==> src/rtl/cache_fill_arbiter_if.sv <==
// Cache-port / memory bundle for cache_fill_arbiter.
// master = cache ports + memory side, slave = the arbiter.
interface cache_fill_arbiter_if #(
    parameter int NUM_PORTS   = 2,
    parameter int ADDR_W      = 16,
    parameter int DATA_W      = 16,
    parameter int BLOCK_WORDS = 8
);
    localparam int OFF_W = $clog2(BLOCK_WORDS);

    logic [NUM_PORTS-1:0]        req_fill;
    logic [NUM_PORTS-1:0]        req_wr;
    logic [NUM_PORTS*ADDR_W-1:0] req_addr;
    logic [NUM_PORTS*DATA_W-1:0] req_wdata;
    logic [NUM_PORTS-1:0]        grant;
    logic [NUM_PORTS-1:0]        busy;
    logic                        fill_we;
    logic [OFF_W-1:0]            fill_word;
    logic [DATA_W-1:0]           fill_data;
    logic [NUM_PORTS-1:0]        fill_done;
    logic [NUM_PORTS-1:0]        wr_done;
    logic [ADDR_W-1:0]           mem_addr;
    logic [DATA_W-1:0]           mem_wdata;
    logic                        mem_en;
    logic                        mem_wr;
    logic [DATA_W-1:0]           mem_rdata;
    logic                        mem_valid;

    modport master (
        output req_fill, req_wr, req_addr, req_wdata,
        output mem_rdata, mem_valid,
        input  grant, busy, fill_we, fill_word, fill_data,
        input  fill_done, wr_done,
        input  mem_addr, mem_wdata, mem_en, mem_wr
    );

    modport slave (
        input  req_fill, req_wr, req_addr, req_wdata,
        input  mem_rdata, mem_valid,
        output grant, busy, fill_we, fill_word, fill_data,
        output fill_done, wr_done,
        output mem_addr, mem_wdata, mem_en, mem_wr
    );
endinterface

==> src/rtl/cache_fill_arbiter.sv <==
// Round-robin block-fill / write-through front end to a pipelined memory.
// Define CFA_CRITICAL_WORD_FIRST_EN to start each fill at the requested word.
module cache_fill_arbiter #(
    parameter int NUM_PORTS   = 2,
    parameter int ADDR_W      = 16,
    parameter int DATA_W      = 16,
    parameter int BLOCK_WORDS = 8
) (
    input  logic                clk,
    input  logic                rst,
    cache_fill_arbiter_if.slave bus
);
    localparam int OFF_W = $clog2(BLOCK_WORDS);
    localparam int PTR_W = (NUM_PORTS > 1) ? $clog2(NUM_PORTS) : 1;
    localparam logic [OFF_W-1:0]  LAST     = OFF_W'(BLOCK_WORDS - 1);
    localparam logic [ADDR_W-1:0] BLK_MASK = ~ADDR_W'(2 * BLOCK_WORDS - 1);

    typedef enum logic [1:0] {
        S_IDLE,
        S_FILL,
        S_DONE,
        S_WRITE
    } state_t;

    state_t               r_state, w_state_nxt;
    logic [PTR_W-1:0]     r_rr, w_rr_nxt;
    logic [PTR_W-1:0]     r_own, w_own_nxt;
    logic [NUM_PORTS-1:0] r_grant, w_grant_nxt;
    logic [ADDR_W-1:0]    r_base, w_base_nxt;
    logic [OFF_W-1:0]     r_iss, w_iss_nxt;
    logic [OFF_W-1:0]     r_rcv, w_rcv_nxt;
    logic                 r_iss_end, w_iss_end_nxt;

    logic [NUM_PORTS-1:0] w_req;
    logic                 w_hit;
    logic [PTR_W-1:0]     w_pick;
    logic [PTR_W-1:0]     w_idx;
    logic [ADDR_W-1:0]    w_pick_addr;
    logic [ADDR_W-1:0]    w_sel_addr;
    logic [DATA_W-1:0]    w_sel_wdata;
    logic [OFF_W-1:0]     w_iss_word;
    logic [OFF_W-1:0]     w_rcv_word;

    logic                 w_mem_en;
    logic                 w_mem_wr;
    logic [ADDR_W-1:0]    w_mem_addr;
    logic [DATA_W-1:0]    w_mem_wdata;
    logic                 w_fill_we;
    logic [NUM_PORTS-1:0] w_fill_done;
    logic [NUM_PORTS-1:0] w_wr_done;

    assign w_req = bus.req_fill | bus.req_wr;

    // First requester at or after the round-robin pointer wins.
    always_comb begin
        w_hit  = 1'b0;
        w_pick = '0;
        w_idx  = '0;
        for (int k = 0; k < NUM_PORTS; k++) begin
            w_idx = PTR_W'((int'(r_rr) + k) % NUM_PORTS);
            if (!w_hit && w_req[w_idx]) begin
                w_hit  = 1'b1;
                w_pick = w_idx;
            end
        end
    end

    assign w_pick_addr = bus.req_addr[int'(w_pick) * ADDR_W +: ADDR_W];
    assign w_sel_addr  = bus.req_addr[int'(r_own) * ADDR_W +: ADDR_W];
    assign w_sel_wdata = bus.req_wdata[int'(r_own) * DATA_W +: DATA_W];

`ifdef CFA_CRITICAL_WORD_FIRST_EN
    logic [OFF_W-1:0] r_start;

    always_ff @(posedge clk or posedge rst) begin
        if (rst) begin
            r_start <= '0;
        end else if (r_state == S_IDLE && w_hit) begin
            r_start <= w_pick_addr[OFF_W:1];
        end
    end

    assign w_iss_word = r_start + r_iss;
    assign w_rcv_word = r_start + r_rcv;
`else
    assign w_iss_word = r_iss;
    assign w_rcv_word = r_rcv;
`endif

    always_comb begin
        w_state_nxt   = r_state;
        w_rr_nxt      = r_rr;
        w_own_nxt     = r_own;
        w_grant_nxt   = r_grant;
        w_base_nxt    = r_base;
        w_iss_nxt     = r_iss;
        w_rcv_nxt     = r_rcv;
        w_iss_end_nxt = r_iss_end;
        w_mem_en      = 1'b0;
        w_mem_wr      = 1'b0;
        w_mem_addr    = '0;
        w_mem_wdata   = '0;
        w_fill_we     = 1'b0;
        w_fill_done   = '0;
        w_wr_done     = '0;
        unique case (r_state)
            S_IDLE: begin
                if (w_hit) begin
                    w_own_nxt     = w_pick;
                    w_rr_nxt      = PTR_W'((int'(w_pick) + 1) % NUM_PORTS);
                    w_grant_nxt   = NUM_PORTS'(1) << w_pick;
                    w_base_nxt    = w_pick_addr & BLK_MASK;
                    w_iss_nxt     = '0;
                    w_rcv_nxt     = '0;
                    w_iss_end_nxt = 1'b0;
                    w_state_nxt   = bus.req_fill[w_pick] ? S_FILL : S_WRITE;
                end
            end
            S_FILL: begin
                if (!r_iss_end) begin
                    w_mem_en   = 1'b1;
                    w_mem_addr = r_base | (ADDR_W'(w_iss_word) << 1);
                    w_iss_nxt  = r_iss + 1'b1;
                    if (r_iss == LAST) begin
                        w_iss_end_nxt = 1'b1;
                    end
                end
                // Returns are counted independently of issue progress.
                if (bus.mem_valid) begin
                    w_fill_we = 1'b1;
                    w_rcv_nxt = r_rcv + 1'b1;
                    if (r_rcv == LAST) begin
                        w_state_nxt = S_DONE;
                    end
                end
            end
            S_DONE: begin
                w_fill_done = r_grant;
                w_grant_nxt = '0;
                w_state_nxt = S_IDLE;
            end
            S_WRITE: begin
                w_mem_en    = 1'b1;
                w_mem_wr    = 1'b1;
                w_mem_addr  = w_sel_addr;
                w_mem_wdata = w_sel_wdata;
                w_wr_done   = r_grant;
                w_grant_nxt = '0;
                w_state_nxt = S_IDLE;
            end
        endcase
    end

    always_ff @(posedge clk or posedge rst) begin
        if (rst) begin
            r_state   <= S_IDLE;
            r_rr      <= '0;
            r_own     <= '0;
            r_grant   <= '0;
            r_base    <= '0;
            r_iss     <= '0;
            r_rcv     <= '0;
            r_iss_end <= 1'b0;
        end else begin
            r_state   <= w_state_nxt;
            r_rr      <= w_rr_nxt;
            r_own     <= w_own_nxt;
            r_grant   <= w_grant_nxt;
            r_base    <= w_base_nxt;
            r_iss     <= w_iss_nxt;
            r_rcv     <= w_rcv_nxt;
            r_iss_end <= w_iss_end_nxt;
        end
    end

    assign bus.grant     = r_grant;
    assign bus.mem_en    = w_mem_en;
    assign bus.mem_wr    = w_mem_wr;
    assign bus.mem_addr  = w_mem_addr;
    assign bus.mem_wdata = w_mem_wdata;
    assign bus.fill_we   = w_fill_we;
    assign bus.fill_word = w_fill_we ? w_rcv_word : '0;
    assign bus.fill_data = w_fill_we ? bus.mem_rdata : '0;
    assign bus.fill_done = w_fill_done;
    assign bus.wr_done   = w_wr_done;
    assign bus.busy      = (bus.req_fill & ~w_fill_done)
                         | (bus.req_wr & ~w_wr_done);
endmodule
==> src/flat_wrapper.sv <==
// flat-port wrapper written by rule: the top's interface ports become plain ports
module cache_fill_arbiter_flat 
#(
    parameter int NUM_PORTS   = 2,
    parameter int ADDR_W      = 16,
    parameter int DATA_W      = 16,
    parameter int BLOCK_WORDS = 8
)
  (clk, rst, bus_req_fill, bus_req_wr, bus_req_addr, bus_req_wdata, bus_mem_rdata, bus_mem_valid, bus_grant, bus_busy, bus_fill_we, bus_fill_word, bus_fill_data, bus_fill_done, bus_wr_done, bus_mem_addr, bus_mem_wdata, bus_mem_en, bus_mem_wr);
  cache_fill_arbiter_if #(.NUM_PORTS(NUM_PORTS), .ADDR_W(ADDR_W), .DATA_W(DATA_W), .BLOCK_WORDS(BLOCK_WORDS)) bus_i ();
  input  logic clk;
  input  logic rst;
  input wire logic [$bits(bus_i.req_fill)-1:0] bus_req_fill;
  input wire logic [$bits(bus_i.req_wr)-1:0] bus_req_wr;
  input wire logic [$bits(bus_i.req_addr)-1:0] bus_req_addr;
  input wire logic [$bits(bus_i.req_wdata)-1:0] bus_req_wdata;
  input wire logic [$bits(bus_i.mem_rdata)-1:0] bus_mem_rdata;
  input wire logic [$bits(bus_i.mem_valid)-1:0] bus_mem_valid;
  output wire logic [$bits(bus_i.grant)-1:0] bus_grant;
  output wire logic [$bits(bus_i.busy)-1:0] bus_busy;
  output wire logic [$bits(bus_i.fill_we)-1:0] bus_fill_we;
  output wire logic [$bits(bus_i.fill_word)-1:0] bus_fill_word;
  output wire logic [$bits(bus_i.fill_data)-1:0] bus_fill_data;
  output wire logic [$bits(bus_i.fill_done)-1:0] bus_fill_done;
  output wire logic [$bits(bus_i.wr_done)-1:0] bus_wr_done;
  output wire logic [$bits(bus_i.mem_addr)-1:0] bus_mem_addr;
  output wire logic [$bits(bus_i.mem_wdata)-1:0] bus_mem_wdata;
  output wire logic [$bits(bus_i.mem_en)-1:0] bus_mem_en;
  output wire logic [$bits(bus_i.mem_wr)-1:0] bus_mem_wr;
  assign bus_i.req_fill = bus_req_fill;
  assign bus_i.req_wr = bus_req_wr;
  assign bus_i.req_addr = bus_req_addr;
  assign bus_i.req_wdata = bus_req_wdata;
  assign bus_i.mem_rdata = bus_mem_rdata;
  assign bus_i.mem_valid = bus_mem_valid;
  assign bus_grant = bus_i.grant;
  assign bus_busy = bus_i.busy;
  assign bus_fill_we = bus_i.fill_we;
  assign bus_fill_word = bus_i.fill_word;
  assign bus_fill_data = bus_i.fill_data;
  assign bus_fill_done = bus_i.fill_done;
  assign bus_wr_done = bus_i.wr_done;
  assign bus_mem_addr = bus_i.mem_addr;
  assign bus_mem_wdata = bus_i.mem_wdata;
  assign bus_mem_en = bus_i.mem_en;
  assign bus_mem_wr = bus_i.mem_wr;
  cache_fill_arbiter #(.NUM_PORTS(NUM_PORTS), .ADDR_W(ADDR_W), .DATA_W(DATA_W), .BLOCK_WORDS(BLOCK_WORDS)) u_core (.clk(clk), .rst(rst), .bus(bus_i));
endmodule
==> config.mk <==
export PLATFORM = sky130hd
export DESIGN_NAME = cache_fill_arbiter_flat
export DESIGN_NICKNAME = d
export VERILOG_FILES = /design/src/rtl/cache_fill_arbiter_if.sv /design/src/rtl/cache_fill_arbiter.sv /design/src/flat_wrapper.sv
export SDC_FILE = /design/constraint.sdc
export NUM_CORES = 1
export LEC_CHECK = 0
export ABC_AREA = 1
export CAP_MARGIN = 10
export CORE_ASPECT_RATIO = 2
export CORE_UTILIZATION = 37
export DETAILED_ROUTE_END_ITERATION = 16
export PLACE_DENSITY = 0.95
export SKIP_CTS_REPAIR_TIMING = 1
export SLEW_MARGIN = 0
export SYNTH_ARGS = -nofsm -noshare
export SYNTH_HDL_FRONTEND = slang
export SYNTH_SLANG_ARGS = --single-unit
==> constraint.sdc <==
create_clock -name clk -period 1.9 [get_ports clk]
set_input_delay 0.38 -clock clk [delete_from_list [all_inputs] [get_ports clk]]
set_output_delay 0.38 -clock clk [all_outputs]
set_load 0.01 [all_outputs]
# Word-level counts from Yosys, hierarchy flattened

Cells that the tools add are included.

Output and inout bits: 62
Flip-flop bits (word level): 25
Input bits: 87

Reduce and logical (&&, ||, !) cells: 12
Bitwise gates (word level): 7
Multiplexer cells: 38
Magnitude comparators: 3
Eq/ne operators: 9
Add/subtract/negate cells: 4
Shifts and indexed selects: 4

Operators with widths:

| cell                                                                         | number |
|---|---|
| 32-bit by 6-bit indexed part select with 16-bit output                       | 3 |
| 16-bit 2-to-1 mux                                                            | 3 |
| 16-bit case mux with 2 select lines                                          | 1 |
| 1-bit 2-to-1 mux                                                             | 17 |
| 16-bit by 4-bit OR with 16-bit output                                        | 1 |
| 2-bit 2-to-1 mux                                                             | 7 |
| 3-bit 2-to-1 mux                                                             | 4 |
| 3-bit case mux with 2 select lines                                           | 2 |
| 3-bit AND reduction                                                          | 3 |
| 3-bit by 1-bit adder with 3-bit output, second input constant                | 2 |
| 3-bit equality test, second input constant                                   | 2 |
| 1-bit by 2-bit less-than comparator with 1-bit output, second input constant | 3 |
| 2-bit case mux with 3 select lines                                           | 1 |
| 2-bit AND reduction                                                          | 3 |
| 2-bit bitwise AND                                                            | 2 |
| 2-bit equality test, second input constant                                   | 2 |
| 2-bit by 1-bit != test with 1-bit output, second input constant              | 2 |
| 2-bit != test, second input constant                                         | 2 |
| 2-bit inverter                                                               | 2 |
| 2-bit OR                                                                     | 2 |
| 1-bit case mux with 2 select lines                                           | 2 |
| 2-bit case mux with 2 select lines                                           | 1 |
| 2-bit nonzero test                                                           | 2 |
| 1-bit adder, second input constant                                           | 2 |
| 6 further kinds                                                              | 6 |

# Longest topological paths before layout

Gate-level depths: netlist of run 1.

Depth in word-level cells: 12
Depth in mapped cells: 7
Gate-level depth less buffers: 7

# Worst setup path after synthesis of run 1

OpenSTA, ideal clock, no wires.

Path kind: register -> output
Start point: register u_core.r_own
End point: output bus_mem_addr[6]
Arrival time: 1.154 ns
Slack: 0.366 ns
Stages on the path, launching flop included: 5
Buffers on the path: 1
Cells stage by stage: dfrtp_1 -> inv_1 -> clkbuf_1 -> nor2_1 -> o21ai_0

Word-level cells in the longest chain between the ends: 2

RTL lines:

| what                                                   | line                      | RTL |
|---|---|---|
| start: declaration                                     | cache_fill_arbiter.sv:27  | `logic [PTR_W-1:0] r_own, w_own_nxt;` |
| start signal: assignment                               | cache_fill_arbiter.sv:167 | `r_own <= w_own_nxt;` |
| 32-bit by 6-bit indexed part select with 16-bit output | cache_fill_arbiter.sv:69  | `assign w_sel_addr = bus.req_addr[int'(r_own) * ADDR_W +: ADDR_W];` |
| 16-bit case mux with 2 select lines                    | cache_fill_arbiter.sv:106 | `unique case (r_state)` |
| end: declaration                                       | flat_wrapper.sv:26        | `output wire logic [$bits(bus_i.mem_addr)-1:0] bus_mem_addr;` |

Every way passes these cells.

# Worst setup path after layout of run 1

Start point: register u_core.r_state[1]
End point: output bus_busy[0]

Word-level cells in the longest chain between the ends: 5

RTL lines:

| what                                        | line                                                 | RTL |
|---|---|---|
| start: declaration                          | cache_fill_arbiter.sv:25                             | `state_t r_state, w_state_nxt;` |
| start signal: assignment                    | cache_fill_arbiter.sv:165                            | `r_state <= w_state_nxt;` |
| 2-bit equality test                         | cache_fill_arbiter.sv:106                            |  |
| 2-bit 2-to-1 mux                            | cache_fill_arbiter.sv:106                            |  |
| 2-bit inverter, on equally long branches    | cache_fill_arbiter.sv:186, cache_fill_arbiter.sv:187 |  |
| 2-bit bitwise AND, on equally long branches | cache_fill_arbiter.sv:186, cache_fill_arbiter.sv:187 |  |
| 2-bit OR *                                  | cache_fill_arbiter.sv:187                            | `\| (bus.req_wr & ~w_wr_done);` |
| end: declaration                            | flat_wrapper.sv:20                                   | `output wire logic [$bits(bus_i.busy)-1:0] bus_busy;` |

Mark *: on every way between the ends. The rest lies on a longest branch, timed or not.

==> flow_summary.json, run 1 <==
{
  "status": "complete, but fails checks",
  "violations": "negative setup slack",
  "slew_violations": 0,
  "grt_pass1_vias": 2883,
  "ys_top_cells_by_area": "dfrtp_1 31%, nand2_1 14%, nand3_1 8.4%, nor2_1 6.9%, o21ai_0 6.4%",
  "fin_area_um2": 3889,
  "drc": 0,
  "start_util": 0.3904,
  "finalNonFillerCells": 551,
  "crit_path_end_kind": "output pin",
  "swShare": 0.4758,
  "pin_count": 149,
  "n_antenna_cell": 0,
  "finalHoldViolCount": 0,
  "p_clk_frac": 0.068,
  "place_ws_ps": -310.5,
  "post-route-min-period_ps": 2154,
  "synthDominantAreaCellType": "dfrtp_1",
  "yosys_warnings": 0,
  "grt_max_degree": 28,
  "insertion_delay_ps": 270,
  "gp_congestion": 0.7899,
  "arrival_ps": 1770,
  "crit_type": "reg2out",
  "setup_viol": 21,
  "synth_most_common_cell": "nand2_1",
  "io_buffers": 148,
  "antenna_left": 0,
  "die_x_um": 54.31,
  "place_area_um2": 3812,
  "p_total_mw": 4.806,
  "netlist_area_um2": 2024,
  "power.share.sequential": 0.195,
  "finalSetupTns_ps": -1545,
  "finalWorstSetupSlack_ps": -253.9,
  "fin_crit_sh": 1.134,
  "cts.sinks": 25,
  "grt_use_total": 0.2763,
  "seq_area_um2": 625.6,
  "syn_inst": 315,
  "switching_power_mw": 2.287,
  "yosysSeqAreaShare": 0.3090,
  "path_clk_slew_ps": 90,
  "fin_skew_ps": 2.978,
  "placementRows": 37,
  "synth_edf_count": 0,
  "fin_worst_hold_slack_ps": 453.3,
  "syn-num-nets": 406,
  "final_util": 0.7500,
  "avgSynthCellArea_um2": 6.427,
  "hpwlAfterDp_mm": 6.110,
  "synth.distinct_cells": 24,
  "grt_antenna_before_repair": 0,
  "drive_gt1_frac": 0.2353,
  "wl_mm": 8.370,
  "synth_ff_type": "dfrtp_1",
  "leakage_nw": 2.247,
  "nFillCells": 382,
  "slew-limit-headroom": 0.7514,
  "via_per_inst": 5.129,
  "nets": 585,
  "placed_cells": 542,
  "cts_tree": "built",
  "dr.pass1.iters": 4,
  "ys_ff_latch": 25,
  "synth_top_area_frac": 0.3090,
  "vias": 2826,
  "clockBufferDepth": 2,
  "ir_drop_mv": 0.9079,
  "tightestPinTransition_ps": 372.0,
  "worstSetupStartpointType": "register",
  "htreeDepth": 1,
  "critPathRequiredTime_ps": 1520,
  "p_int_mw": 2.520,
  "coreArea_um2": 5185,
  "fmax_mhz": 464.3,
  "dr.first_iter.drc_count": 107,
  "comb_power_share": 0.736,
  "power.density_nw_per_um2": 1236,
  "cp_max_fo": 3,
  "hold_path_class": "in2async",
  "multi_input_area_um2": 1192,
  "fp.dieH_um": 106.6,
  "rsz0062_at_grt": "yes",
  "dieArea_um2": 5789,
  "overflow": 0,
  "root_buffer": "clkbuf_8",
  "synth_common_cells": "77 x nand2_1, 37 x nor2_1, 34 x nand3_1",
  "syn2layout_area_growth_pct": 92.09,
  "cts_made_buffers": 3,
  "synth_async_sr_flop_share": 1.000,
  "timing.max_cap.violations": 0,
  "drt-wirelength-per-cell_um": 15.19,
  "grt_pass1_wl_mm": 12.09
}
==> cell usage in the layout, fill, tap and decap left out, drive strengths merged, types with 20 or more instances in the layout <==
| cell type | count |
|---|---|
| a21oi | 20 |
| clkdlybuf4s50 | 89 |
| dlymetal6s2s | 25 |
| nor2 | 40 |
| dfrtp | 25 |
| nand2 | 82 |
| nand3 | 42 |
| buf | 51 |
| clkbuf | 30 |
| inv | 38 |
| o21ai | 38 |
==> layout make-up <==
type | count | area share
Clock buffer | 3 | 0.01062
Sequential cell | 25 | 0.1609
Clock inverter | 1 | 0.001287
Timing Repair Buffer | 192 | 0.4627
Tap cell | 58 | 0.01866
Inverter | 40 | 0.03925
Multi-Input combinational cell | 232 | 0.3066
==> worst max-delay path: stages (launching register included) <==
cell             delay [ps]
dfrtp_1                 400
buf_4                   150
inv_1                    90
nor3_2                  270
o22ai_1                 100
clkdlybuf4s50_1         480
==> registers in the layout, summed over array words and instances (netlist names) <==
signal,count
u_core.r_iss_end,1
u_core.bus.grant,2
u_core.r_state,2
u_core.r_rr,1
u_core.r_own,1
u_core.r_base,12
u_core.r_iss,3
u_core.r_rcv,3
==> power by group through the flow <==
| stage | Sequential, mW | Clock (mW) | Combinational (mW) |
|---|---|---|---|
| detailed placement | 0.940 | 0 | 3.47 |
| finish | 0.939 | 0.328 | 3.54 |
| global placement | 0.920 | 0 | 3.36 |
| floorplan | 0.928 | 0 | 1.75 |
| CTS | 0.931 | 0.324 | 3.49 |
| global route | 0.960 | 0.345 | 3.86 |
==> final timing paths <==
check,slack [ps],depth (start not counted),to,startpoint
worst max-delay path,-250,5,bus_busy[0],u_core.r_state[1]
worst min-delay path,450,3,u_core.r_iss[1],rst
worst max register to register,310,11,u_core.r_rcv[1],u_core.r_state[0]
worst min register to register,510,2,u_core.r_base[11],u_core.r_base[11]
max in group asynchronous,1200,3,u_core.bus.grant[1],rst
min in group clk,510,2,u_core.r_base[11],u_core.r_base[11]
==> cells by family after synthesis <==
kind of cell,after synthesis,share of synthesized area
AOI/OAI and AO/OA,62,0.1650
and+or+nand+nor,166,0.3721
DFF,25,0.3090
adders and majority gates,4,0.02472
buffers and inverters,58,0.1292
==> routing by layer <==
metal / vias to the layer above / wire, um / part of all wire / GRT usage
met5: - / 0 / 0 / 0
met4: 0 / 213 / 0.025 / 0.08974
met1: 1303 / 2814 / 0.34 / 0.2574
met3: 21 / 430 / 0.051 / 0.02553
met2: 140 / 4911 / 0.59 / 0.5592
li1: 1362 / - / - / -
(Power assumes the default switching activity.)
==> run 2: changes to the inputs <==
Settings changed: CTS_CLUSTER_SIZE set to 8.
==> results of run 2 <==
Same layout as run 1: the final DEF is identical, and so are final timing and power.
==> run 3: changes to the inputs <==
Settings changed: ABC_AREA 1 to not set, CORE_UTILIZATION 37 to 38.
==> run 3 against run 2 <==
The run still ends with negative setup slack left. Utilization rose by 1.1 points. Via count is 11% lower. Worst hold slack worse by 10 ps. Cell count decreased by 15%. Sequential share of layout area hardly changed. Total power increased by 4.2%. Routed wire length decreased by 15%. Final area grew 0.55%. Sequential power up 8%. Combinational power up 4%. Highest routed layer unchanged.
==> flow_summary.json, run 3 <==
{
  "status": "complete, but fails checks",
  "violations": "negative setup slack",
  "cpPeakStageDelay_ps": 420,
  "finalSetupTns_ps": -3649,
  "avgSynthCellArea_um2": 8.721,
  "yosys_warnings": 0,
  "root_buffer": "clkbuf_8",
  "final_cell_mix": "93 x clkdlybuf4s50_1, 38 x buf_4, 34 x mux2i_1",
  "synthMuxAreaShare": 0.1730,
  "slew-limit-headroom": 0.5430,
  "synth_top_area_frac": 0.3079,
  "placementRows": 37,
  "fin_worst_hold_slack_ps": 443.1,
  "grt_use_total": 0.2543,
  "clockBufferDepth": 2,
  "yosysSeqAreaShare": 0.3079,
  "antenna_left": 0,
  "dr.pass1.iters": 4,
  "overflow": 0,
  "synthAdderAreaFrac": 0.02463,
  "critPathRequiredTime_ps": 1520,
  "via_per_inst": 5.334,
  "cts.sinks": 25,
  "cp_max_fo": 10,
  "htreeDepth": 1,
  "fin_crit_sh": 1.102,
  "synth_ff_type": "dfrtp_1",
  "leakage_nw": 2.070,
  "coreArea_um2": 5139,
  "nets": 504,
  "fmax_mhz": 477.4,
  "start_util": 0.3954,
  "grt_max_degree": 34,
  "finalHoldViolCount": 0,
  "drive_gt1_frac": 0.2791,
  "arrival_ps": 1710,
  "post-route-min-period_ps": 2094,
  "reg_top3": "u_core.r_base x12, u_core.r_iss x3, u_core.r_rcv x3",
  "grt_antenna_before_repair": 0,
  "final_util": 0.7609,
  "fin_skew_ps": 11.14,
  "rsz0062_at_grt": "yes",
  "gp_congestion": 0.8149,
  "synthSimpleGateAreaFrac": 0.1977,
  "cts_tree": "built",
  "largest_register_ffs": 12,
  "synth_top_family_by_area": "compound AO/OA/AOI/OAI gates",
  "netlist_area_um2": 2032,
  "power.density_nw_per_um2": 1281,
  "grt_pass1_vias": 2480,
  "ir_drop_mv": 0.8695,
  "io_buffers": 148,
  "syn2layout_area_growth_pct": 92.43,
  "insertion_delay_ps": 280,
  "place_ws_ps": -426.6,
  "crit_type": "reg2out",
  "crit_top_cell": "buf_4",
  "syn_inst": 233,
  "pin_count": 149,
  "multi_input_area_um2": 1343,
  "path_clk_slew_ps": 100,
  "synth_compound_area_frac": 0.2340,
  "setup_viol": 38,
  "timing.max_cap.violations": 0,
  "synth_edf_count": 0,
  "hold_path_class": "in2async",
  "n_antenna_cell": 0,
  "crit_path_end_kind": "output pin",
  "nFillCells": 365,
  "critical_path.slowest_cell": "dfrtp_1",
  "synth_most_common_cell": "mux2i_1",
  "drc": 0,
  "ys_ff_latch": 25,
  "regMostFlops": "u_core.r_base",
  "worstSetupStartpointType": "register",
  "slew_violations": 0,
  "ys_top_cells_by_area": "dfrtp_1 31%, mux2i_1 17%, and2_1 6.2%, a221o_1 5.9%, o21ai_0 4.9%",
  "cts_made_buffers": 3,
  "dr.first_iter.drc_count": 23,
  "hpwlAfterDp_mm": 5.459,
  "synth_common_cells": "34 x mux2i_1, 25 x dfrtp_1, 25 x nand2_1",
  "fp.dieH_um": 105.4,
  "cp_cell_sequence": "buf_4, buf_6, nand3b_1, inv_2, buf_4, clkbuf_16, and2_1, buf_2",
  "placed_cells": 457,
  "synth.distinct_cells": 36,
  "finalWorstSetupSlack_ps": -194.5,
  "final_common_cell": "clkdlybuf4s50_1",
  "synth_async_sr_flop_share": 1.000,
  "wl_mm": 7.123,
  "syn-num-nets": 324,
  "synth-xor-area-share": 0,
  "seq_area_um2": 628.1,
  "synthDominantAreaCellType": "dfrtp_1",
  "vias": 2507,
  "die_x_um": 53.71,
  "grt_pass1_wl_mm": 10.72,
  "tightestPinTransition_ps": 680.4,
  "dieArea_um2": 5661,
  "drt-wirelength-per-cell_um": 15.16,
  "finalNonFillerCells": 470
}
[run 3: changes by cell type in the layout (fill, tap and decap cells not counted), moves of 15 or more]
cell,delta
nand2_1,-59
inv_1,-27
mux2i_1,+34
o21ai_0,-15
and2_1,+20
nor2_1,-15
a21oi_1,-17
nand3_1,-33
[run 3: layout make-up]
type                            count  area share
Timing Repair Buffer              195      0.4602
Inverter                            5    0.004800
Clock buffer                        3     0.01056
Clock inverter                      1    0.001920
Sequential cell                    25      0.1606
Multi-Input combinational cell    183      0.3434
Tap cell                           58     0.01856
[run 3: metrics by stage]
step	total power, mW	area, um^2
floorplan	2.835	2032
global placement	4.490	3825
detailed placement	4.610	3825
CTS	4.954	3874
global route	5.372	3910
finish	5.010	3910
[run 3: final timing paths]
check	from	end	slack, ps	cells past startpoint
min in group clk	u_core.r_rcv[1]	u_core.r_rcv[1]	550	2
hold / removal	rst	u_core.r_base[5]	440	3
setup / recovery	u_core.r_state[0]	bus_fill_data[0]	-190	8
hold reg to reg	u_core.r_rcv[1]	u_core.r_rcv[1]	550	2
max in group asynchronous	rst	u_core.r_state[1]	1200	3
setup reg to reg	u_core.r_state[0]	u_core.r_base[4]	250	5
[run 3: kinds of logic after synthesis]
group	after synthesis
multiplexers	35
AO/OA/AOI/OAI	63
flip-flops	25
buffers and inverters	25
adder cells (fa/ha/maj)	4
AND/OR/NAND/NOR	81
[run 3: layer usage]
layer / vias to the layer above / global-route usage / share of wire
met5: - / 0 / 0
met4: 0 / 0.1203 / 0.033
met3: 17 / 0.02453 / 0.065
met2: 118 / 0.4727 / 0.57
met1: 1184 / 0.2596 / 0.33
li1: 1188 / - / -
[run 3: report_power, final]
group / switching (mW) / internal (mW) / total, mW / leakage (nW)
clock network: 0.181 / 0.149 / 0.330 / 0.0217
logic: 1.70 / 1.96 / 3.67 / 1.74
registers: 0.221 / 0.792 / 1.01 / 0.310
total: 2.10 / 2.90 / 5.01 / 2.07
[run 3: critical path, delay by kind of cell (launching register included)]
family | cells | cell delay, ps
flip-flops | 1 | 420
AND/OR/NAND/NOR | 2 | 270
buffers and inverters | 6 | 740
